**src/rtl/amber48_pkg.sv**
```systemverilog
// amber48 shared types: execute-stage op/result structs, trap causes,
// ALU op codes and the execute-controller state encoding.
package amber48_pkg;

  localparam int XLEN        = 48;
  localparam int BAU_BYTES   = 6;
  localparam int REG_W       = 5;
  localparam int EX_SQUASH_W = 3;

  typedef enum logic [3:0] {
    ALU_ADD   = 4'd0,
    ALU_SUB   = 4'd1,
    ALU_AND   = 4'd2,
    ALU_OR    = 4'd3,
    ALU_XOR   = 4'd4,
    ALU_SLT   = 4'd5,
    BR_EQ     = 4'd6,
    BR_NE     = 4'd7,
    BR_LT     = 4'd8,
    ALU_JSUB  = 4'd9,
    ALU_RET   = 4'd10,
    ALU_ECALL = 4'd11
  } amber48_alu_op_e;

  typedef enum logic [1:0] {
    TRAP_NONE     = 2'd0,
    TRAP_ILLEGAL  = 2'd1,
    TRAP_ECALL    = 2'd2,
    TRAP_MISALIGN = 2'd3
  } amber48_trap_cause_e;

  typedef enum logic [1:0] {
    EX_RUN       = 2'd0,
    EX_SQUASH    = 2'd1,
    EX_TRAP_WAIT = 2'd2
  } amber48_ex_state_e;

  typedef struct packed {
    amber48_alu_op_e     op;
    logic [XLEN-1:0]     pc;
    logic [XLEN-1:0]     op_a;
    logic [XLEN-1:0]     op_b;
    logic [XLEN-1:0]     imm;
    logic                use_imm;
    logic [REG_W-1:0]    rd;
    amber48_trap_cause_e trap_cause;
  } amber48_execute_in_s;

  typedef struct packed {
    logic [XLEN-1:0]  pc;
    logic [REG_W-1:0] rd;
    logic [XLEN-1:0]  result;
  } amber48_execute_out_s;

endpackage

```
**src/rtl/amber48_alu.sv**
```systemverilog
// amber48 combinational ALU: arithmetic/logic result, branch resolution
// (taken + target) and trap detection for one decoded op.
module amber48_alu
  import amber48_pkg::*;
(
  input  amber48_execute_in_s  ex_in,
  output amber48_execute_out_s ex_out,
  output logic                 branch_taken,
  output logic [XLEN-1:0]      branch_target,
  output logic                 trap,
  output amber48_trap_cause_e  trap_cause
);

  logic [XLEN-1:0]        rhs;
  logic signed [XLEN-1:0] a_s;
  logic signed [XLEN-1:0] b_s;
  logic signed [XLEN-1:0] rhs_s;

  // Evaluate the op; a trap flagged by decode overrides anything the ALU finds.
  always_comb begin
    rhs           = ex_in.use_imm ? ex_in.imm : ex_in.op_b;
    a_s           = signed'(ex_in.op_a);
    b_s           = signed'(ex_in.op_b);
    rhs_s         = signed'(rhs);
    ex_out.pc     = ex_in.pc;
    ex_out.rd     = ex_in.rd;
    ex_out.result = '0;
    branch_taken  = 1'b0;
    branch_target = ex_in.pc + ex_in.imm;
    trap          = 1'b0;
    trap_cause    = TRAP_NONE;
    case (ex_in.op)
      ALU_ADD:   ex_out.result = ex_in.op_a + rhs;
      ALU_SUB:   ex_out.result = ex_in.op_a - rhs;
      ALU_AND:   ex_out.result = ex_in.op_a & rhs;
      ALU_OR:    ex_out.result = ex_in.op_a | rhs;
      ALU_XOR:   ex_out.result = ex_in.op_a ^ rhs;
      ALU_SLT:   ex_out.result = {{(XLEN-1){1'b0}}, (a_s < rhs_s)};
      BR_EQ:     branch_taken  = (ex_in.op_a == ex_in.op_b);
      BR_NE:     branch_taken  = (ex_in.op_a != ex_in.op_b);
      BR_LT:     branch_taken  = (a_s < b_s);
      ALU_JSUB: begin
        branch_taken  = 1'b1;
        ex_out.result = ex_in.pc + XLEN'(BAU_BYTES);
      end
      ALU_RET: begin
        branch_taken  = 1'b1;
        branch_target = ex_in.op_a;
      end
      ALU_ECALL: begin
        trap       = 1'b1;
        trap_cause = TRAP_ECALL;
      end
      default: ;
    endcase
    if (ex_in.trap_cause != TRAP_NONE) begin
      trap       = 1'b1;
      trap_cause = ex_in.trap_cause;
    end
  end

endmodule

```
**src/rtl/amber48_ex_ctrl.sv**
```systemverilog
// amber48 execute-stage controller: decode handshake, EX/MEM register,
// taken-branch redirect with wrong-path squash, and blocking trap handshake.
// Optional AMBER48_EX_PERF_EN adds branch/squash performance counters.
module amber48_ex_ctrl
  import amber48_pkg::*;
#(
  parameter int SQUASH_CYCLES = 1
) (
  input  logic                 clk_i,
  input  logic                 rst_i,
  input  logic                 id_valid_i,
  output logic                 id_ready_o,
  input  amber48_execute_in_s  id_ex_i,
  input  logic                 flush_i,
  output logic                 mem_valid_o,
  input  logic                 mem_ready_i,
  output amber48_execute_out_s mem_ex_o,
  output logic                 redirect_valid_o,
  output logic [XLEN-1:0]      redirect_pc_o,
  output logic                 trap_valid_o,
  output amber48_trap_cause_e  trap_cause_o,
  output logic [XLEN-1:0]      trap_pc_o,
  input  logic                 trap_ack_i
`ifdef AMBER48_EX_PERF_EN
  ,
  output logic [31:0]          perf_branch_cnt_o,
  output logic [31:0]          perf_squash_cnt_o
`endif
);

  localparam logic [EX_SQUASH_W-1:0] SQUASH_LOAD = EX_SQUASH_W'(SQUASH_CYCLES);
  localparam logic [EX_SQUASH_W-1:0] SQUASH_LAST = EX_SQUASH_W'(1);

  amber48_ex_state_e       state_q;
  amber48_ex_state_e       state_d;
  logic [EX_SQUASH_W-1:0]  squash_cnt_q;
  logic [EX_SQUASH_W-1:0]  squash_cnt_d;

  logic                    vld_p1;
  amber48_execute_out_s    mem_ex_p1;

  amber48_execute_out_s    alu_out;
  logic                    alu_taken;
  logic [XLEN-1:0]         alu_target;
  logic                    alu_trap;
  amber48_trap_cause_e     alu_cause;

  logic                    id_ready;
  logic                    accept;
  logic                    exec_fire;
  logic                    load_mem;
  logic                    raise_redirect;
  logic                    raise_trap;
  logic                    drain;

  amber48_alu u_alu (
    .ex_in         (id_ex_i),
    .ex_out        (alu_out),
    .branch_taken  (alu_taken),
    .branch_target (alu_target),
    .trap          (alu_trap),
    .trap_cause    (alu_cause)
  );

  // Handshake decode and next-state/squash-counter selection.
  always_comb begin
    state_d        = state_q;
    squash_cnt_d   = squash_cnt_q;
    id_ready       = 1'b0;
    case (state_q)
      EX_RUN:    id_ready = !vld_p1 || mem_ready_i;
      EX_SQUASH: id_ready = 1'b1;
      default:   id_ready = 1'b0;
    endcase
    accept         = id_valid_i && id_ready;
    exec_fire      = accept && (state_q == EX_RUN) && !flush_i;
    load_mem       = exec_fire && !alu_trap;
    raise_redirect = load_mem && alu_taken;
    raise_trap     = exec_fire && alu_trap;
    drain          = vld_p1 && mem_ready_i;
    case (state_q)
      EX_RUN: begin
        if (raise_trap) begin
          state_d = EX_TRAP_WAIT;
        end else if (raise_redirect) begin
          state_d      = EX_SQUASH;
          squash_cnt_d = SQUASH_LOAD;
        end
      end
      EX_SQUASH: begin
        if (flush_i || squash_cnt_q == SQUASH_LAST) begin
          state_d      = EX_RUN;
          squash_cnt_d = '0;
        end else begin
          squash_cnt_d = squash_cnt_q - 1'b1;
        end
      end
      EX_TRAP_WAIT: begin
        if (trap_ack_i) state_d = EX_RUN;
      end
      default: state_d = EX_RUN;
    endcase
  end

  // State and squash counter registers.
  always_ff @(posedge clk_i or posedge rst_i) begin
    if (rst_i) begin
      state_q      <= EX_RUN;
      squash_cnt_q <= '0;
    end else begin
      state_q      <= state_d;
      squash_cnt_q <= squash_cnt_d;
    end
  end

  // EX/MEM register: flush kills, accept replaces (even while draining), drain empties.
  always_ff @(posedge clk_i or posedge rst_i) begin
    if (rst_i) begin
      vld_p1    <= 1'b0;
      mem_ex_p1 <= '0;
    end else if (flush_i) begin
      vld_p1    <= 1'b0;
    end else if (load_mem) begin
      vld_p1    <= 1'b1;
      mem_ex_p1 <= alu_out;
    end else if (drain) begin
      vld_p1    <= 1'b0;
    end
  end

  // One-cycle redirect pulse; the target is held until the next redirect.
  always_ff @(posedge clk_i or posedge rst_i) begin
    if (rst_i) begin
      redirect_valid_o <= 1'b0;
      redirect_pc_o    <= '0;
    end else begin
      redirect_valid_o <= raise_redirect;
      if (raise_redirect) redirect_pc_o <= alu_target;
    end
  end

  // Trap capture, held until the trap unit acknowledges it; flush leaves it alone.
  always_ff @(posedge clk_i or posedge rst_i) begin
    if (rst_i) begin
      trap_valid_o <= 1'b0;
      trap_cause_o <= TRAP_NONE;
      trap_pc_o    <= '0;
    end else if (raise_trap) begin
      trap_valid_o <= 1'b1;
      trap_cause_o <= alu_cause;
      trap_pc_o    <= id_ex_i.pc;
    end else if (state_q == EX_TRAP_WAIT && trap_ack_i) begin
      trap_valid_o <= 1'b0;
    end
  end

`ifdef AMBER48_EX_PERF_EN
  logic squash_drop;
  assign squash_drop = accept && (state_q == EX_SQUASH);

  // Free-running event counters; only reset clears them.
  always_ff @(posedge clk_i or posedge rst_i) begin
    if (rst_i) begin
      perf_branch_cnt_o <= '0;
      perf_squash_cnt_o <= '0;
    end else begin
      if (raise_redirect) perf_branch_cnt_o <= perf_branch_cnt_o + 32'd1;
      if (squash_drop)    perf_squash_cnt_o <= perf_squash_cnt_o + 32'd1;
    end
  end
`endif

  assign id_ready_o  = id_ready;
  assign mem_valid_o = vld_p1;
  assign mem_ex_o    = mem_ex_p1;

endmodule

```
**config.mk**
```make
export PLATFORM = sky130hd
export DESIGN_NAME = amber48_ex_ctrl
export DESIGN_NICKNAME = d
export VERILOG_FILES = /design/src/rtl/amber48_pkg.sv /design/src/rtl/amber48_alu.sv /design/src/rtl/amber48_ex_ctrl.sv
export SDC_FILE = /design/constraint.sdc
export NUM_CORES = 1
export LEC_CHECK = 0
export ABC_AREA = 1
export ABC_CLOCK_PERIOD_IN_PS = 8200
export CELL_PAD_IN_SITES_DETAIL_PLACEMENT = 0
export CELL_PAD_IN_SITES_GLOBAL_PLACEMENT = 2
export CORE_MARGIN = 1.5
export CORE_UTILIZATION = 29
export DETAILED_ROUTE_END_ITERATION = 12
export PLACE_DENSITY_LB_ADDON = 0.1
export SYNTH_ARGS = -nofsm -noshare
export SYNTH_HDL_FRONTEND = slang
export SYNTH_SLANG_ARGS = --single-unit
```
**constraint.sdc**
```tcl
create_clock -name clk_i -period 8.2 [get_ports clk_i]
set_input_delay 1.64 -clock clk_i [delete_from_list [all_inputs] [get_ports clk_i]]
set_output_delay 1.64 -clock clk_i [all_outputs]
set_load 0.03 [all_outputs]
```
Word level (Yosys, flattened, before mapping)
Cells that the tools add are included.

storage, ports and cells
  bits in registers = 207
  input port bits = 210
  output and inout bits = 203

cells by class
  add/subtract/negate cells = 5
  magnitude comparators = 2
  equality and inequality tests = 21
  multiplexer cells = 23
  bitwise gates (word level) = 4
  reduce and logical (&&, ||, !) cells = 23

operators by type and width
  kind                     count
  $pmux W48 S7             1
  $add A48 B48 Y48         2
  $lt A48 B48 Y1           2
  $mux W48                 2
  $add A48 B3 Y48 const B  1
  $and A48 B48 Y48         1
  $eq A48 B48 Y1           1
  $ne A48 B48 Y1           1
  $or A48 B48 Y48          1
  $sub A48 B48 Y48         1
  $xor A48 B48 Y48         1
  $eq A4 B3 Y1 const B     4
  $eq A4 B4 Y1 const B     4
  $mux W2                  6
  $mux W3                  3
  $eq A4 B2 Y1 const B     2
  $logic_and A1 B1 Y1      8
  $ne A2 B2 Y1 const B     4
  $mux W1                  7
  $pmux W2 S3              1
  $pmux W3 S2              1
  $reduce_and A3 Y1        2
  $reduce_bool A2 Y1       3
  $eq A4 B1 Y1 const B     1
  other kinds (15)         18

Longest topological paths before layout
  depth after elaboration = 11
  depth in mapped cells = 23
  gate-level depth less buffers = 22

Modules after synthesis
Synthesis repeated with hierarchy kept, for this count alone.

unflattened totals
  cell total of the unflattened synthesis = 4773
  area, all modules = 27193.6 µm²

by module, submodules not included
  module           times used  cells each  area an instance (µm²)
  amber48_alu      1           3879        19197.2
  amber48_ex_ctrl  1           894         7996.4

Worst setup path before layout
No wires, ideal clock.

  path type = input to register
  start = in id_ex_i[7] (netlist name)
  end = reg mem_ex_p1, in the netlist mem_ex_o[38]
  arrival time = 4.177 ns
  slack = 3.906 ns
  stages on the path = 23
  path through = clkbuf_1 clkbuf_1 nand2_1 o21ai_0 inv_1 ha_1 fa_1 inv_1 nand3_1 nand2_1 inv_2 o21ai_1 nand2_1 nand2_1 nand2_1 nand2_1 nand2_1 nand2_1 nand2_1 nand3_1 nand3b_1 nand2_1 nand2_1

between the ends
  word-level cells in the longest chain between the ends = 3
  elaborated cells between the ends (all ways) = 7
  those cells by class = add/sub (2); mux (2); bitwise (3)

ends and longest elaborated chain
  item                                      line                    RTL
  start: declaration                        amber48_ex_ctrl.sv:13   input amber48_execute_in_s id_ex_i,
  $mux W48 *                                amber48_alu.sv:21       rhs = ex_in.use_imm ? ex_in.imm : ex_in.op_b;
  $sub A48 B48 Y48 (tied with other cells)  amber48_alu.sv:34       ALU_SUB: ex_out.result = ex_in.op_a - rhs;
  $pmux W48 S7 *                            amber48_alu.sv:32       case (ex_in.op)
  end signal: assignment                    amber48_ex_ctrl.sv:125  mem_ex_p1 <= alu_out;
  end: declaration                          amber48_ex_ctrl.sv:40   amber48_execute_out_s mem_ex_p1;

Mark *: on every way between the ends. The rest lies on a longest branch, timed or not.
A chain may end at the register's enable or synchronous reset.

Final worst setup path
Same ends and word-level chain as after synthesis.

==> results.md <==
* Status: complete, no violations
* Via/cell ratio at between 5 and 6
* Cells after Synth at 4,163
* DRC at 0
* Fin crit share at around two thirds
* Mean post-synth cell area at 5.96 µm²
* Register bit total from synthesis at between 200 and 250
* Area of the multi-input gates at ~17,000 µm²
* Endpoints failing setup at 0
* RD Place Congestion at around 1.0
* Met3 Use GR at around 4.7%
* Final Non-Filler Cells at approximately 5,700
* Post-CTS Setup Repair Bufs at 0
* Clock tree from TritonCTS: yes
* Max clock buf depth at 3
* Routed vias at 30,300
* Hold buffers post-CTS at 0
* CTS clk-pin slew, worst paths at roughly 0.080 ns
* Die area at ~87,000 µm²
* Rows at around 110
* Nature of the critical path endpoint: register
* DRT Pass-1 Iters at 8
* Clk Latency, worst-skew pair at 0.63 ns
* Ys async rst share at between 90% and 100%
* Total Routing Usage GR at 35.2%
* Register area share after synthesis at between 20% and 30%
* Ports at slightly above 400
* Post-synth EDFFs at 0
* CP arrival at ~6.0 ns
* Number of global-route vias before repair at 28,300
* Final Skew at slightly above 0.02 ns
* Antenna violations before repair at 7
* Die W at slightly below 300 µm
* Synthesized area at around 25,000 µm²
* Reg area at roughly 5200 µm²
* Critical path, cell by cell: buf_4 > nand2_1 > o21ai_0 > inv_1 > fa_1 > inv_1 > nand3_1 > nand2_1 > inv_2 > o21ai_1 > nand2_1 > nand2_1 > nand2_1 > nand2_1 > nand2_1 > nand2_1 > nand2_1 > nand3_1 > nand3b_1 > nand2_1 > nand2_1
* Slew margin rel. at a little over a fifth
* Hold-critical path depth at 2
* YS warnings at 0
* Filler cells at a little under 10,000
* DP Area at roughly 30,000 µm²
* Critical path peak fanout at 96
* Buf/Inv on CP at 4
* Most used DFF post-synth: dfrtp_1
* CTS buffer count at 29
* Setup CP Type: in2reg
* Post-Route Utilization at 36.4%
* WP data required at roughly 8.7 ns
* Share of cells above drive strength 1 at ~2.9%
* Peak VDD IR at ~0.00016 V
* Setup TNS at 0 ns
* Layout Area Growth over Synthesis at 24.7%
* Synth unique cells at 60
* Total congestion overflow at 0
* Final hold violation count at 0
* Largest net degree at the start of global routing at around 110
* Antenna viol nets, final at 0
* GRT busiest layer: met2
* Mapped Nets at around 4,600
* CP top delay family: simple AND/OR/NAND/NOR gates
* Met1 Use GR at around half
* Final Instance Area at around 31,000 µm²
* Final min period at about 5.5 ns
* Fmax at between 0.15 and 0.2 GHz
* CP max stage cell: buf_4
* Clk root buf: clkbuf_16
* # Max-Cap Violations at 0
* Most common cell after layout, fill and taps aside: nand2_1
* Slowest stage delay, CP at ~0.67 ns
* Met2 usage at 55.4%
* Most used cell, CP: nand2_1
* H-tree depth at 1
* Slew Limit Fails at 0
* Post-placement cell count at ~5,600
* Die Span Y at just under 300 µm
* RSZ-0062 raised after global routing: no
* Worst hold path type: reg2reg
* First-pass GRT wire length at 217 mm
* Total core area at approximately 85,000 µm²
* Critical Path Start Type: primary input
* Detailed Place HPWL at 132 mm
* R2r worst-path depth at 11
* Starting Density at 29.2%
* Worst Tran Pin Value at 1.17 ns
* Iteration-0 DRC count of the detailed router at between 3,000 and 4,000
* P_leak at approximately 15 nW
* Final net count at approximately 5,000
* Post-CTS sizing at 0
* Commonest non-fill, non-tap cells in the layout: 1,145 x nand2_1, 639 x inv_1, 414 x nor2_1
* Port Buffers at 412
* Power density cells at approximately 180 nW/µm²
* TritonCTS sink count at 207
* Worst path depth at 21
* Post-Route WL at about 160 mm
* DR WL/cell at 27.8 µm
## cell type report
| cell class | instances | share of cell area, % |
|---|---|---|
| inverters | 656 | 8.00 |
| clock buffers | 38 | 2.62 |
| flip-flops and latches | 207 | 16.8 |
| repair buffers | 430 | 13.8 |
| clock inverters | 14 | 0.534 |
| diodes | 2 | 0.0162 |
| multi-input cells | 3179 | 53.6 |
| well taps | 1144 | 4.63 |
## cell usage after synthesis, drive strengths merged (11+ instances only)
| cell | n | area (µm²) |
|---|---|---|
| nand2 | 1148 | 4330 |
| inv | 653 | 2450 |
| nor2 | 427 | 1650 |
| o21ai | 414 | 2090 |
| nand3 | 296 | 1500 |
| a21oi | 283 | 1450 |
| ha | 242 | 3030 |
| dfrtp | 207 | 5180 |
| nand4 | 89 | 557 |
| nor3 | 65 | 350 |
| buf | 63 | 362 |
| clkbuf | 58 | 220 |
| o21bai | 27 | 203 |
| o22ai | 23 | 144 |
| nand3b | 20 | 150 |
| or2 | 19 | 119 |
| a31oi | 17 | 106 |
| o211ai | 17 | 128 |
| nor4 | 14 | 93.8 |
| o221ai | 11 | 96.3 |
## power breakdown
| part | leakage, nW | switching [mW] | internal, mW |
|---|---|---|---|
| clock | 0.469 | 0.587 | 0.761 |
| combinational | 11.7 | 1.89 | 0.919 |
| sequential | 2.67 | 0.161 | 1.25 |
| total | 14.9 | 2.64 | 2.93 |
## tightest hold or removal path, delay by kind of cell, from the launching register on
kind             cells  cell delay (ns)
flip-flops           1             0.34
AND/OR/NAND/NOR      2             0.10
## registers in the layout, summed over array words and instances (netlist names)
name,count
mem_ex_o,101
mem_valid_o,1
redirect_pc_o,48
redirect_valid_o,1
squash_cnt_q,3
state_q,2
trap_cause_o,2
trap_pc_o,48
trap_valid_o,1
## per-layer routing
metal	wire length [µm]	up-vias
met4	6280	4
met1	71100	14500
li1	-	14300
met5	31	-
met3	11700	203
met2	68500	1408
## per-stage QoR
step                      worst slack, ns  power, mW  hold WS (ns)
after floorplan                     0.908       2.90         0.442
after global placement               2.24       4.20         0.455
after detailed placement             2.29       4.19         0.457
after CTS                            2.95       5.56         0.473
after global routing                 2.51       5.84         0.484
final                                2.72       5.57         0.469
## worst paths after layout
kind | end | startpoint | slack (ns)
setup / recovery | mem_ex_o[38] | id_ex_i[7] | 2.72
hold / removal | trap_cause_o[0] | trap_cause_o[0] | 0.47
setup reg to reg | redirect_pc_o[45] | state_q[1] | 4.37
hold reg to reg | trap_cause_o[0] | trap_cause_o[0] | 0.47
max in group asynchronous | mem_ex_o[39] | rst_i | 5.42
min in group asynchronous | trap_pc_o[19] | rst_i | 1.56
## logic make-up after synthesis
| group | Yosys count | share of synthesized area (%) |
|---|---|---|
| xor+xnor | 12 | 0.424 |
| compound gates | 839 | 18.5 |
| buf+inv | 777 | 12.3 |
| flops | 207 | 20.9 |
| fa+ha+maj | 245 | 12.5 |
| simple gates | 2083 | 35.4 |
Note: power is estimated with default switching activity, not from simulation.
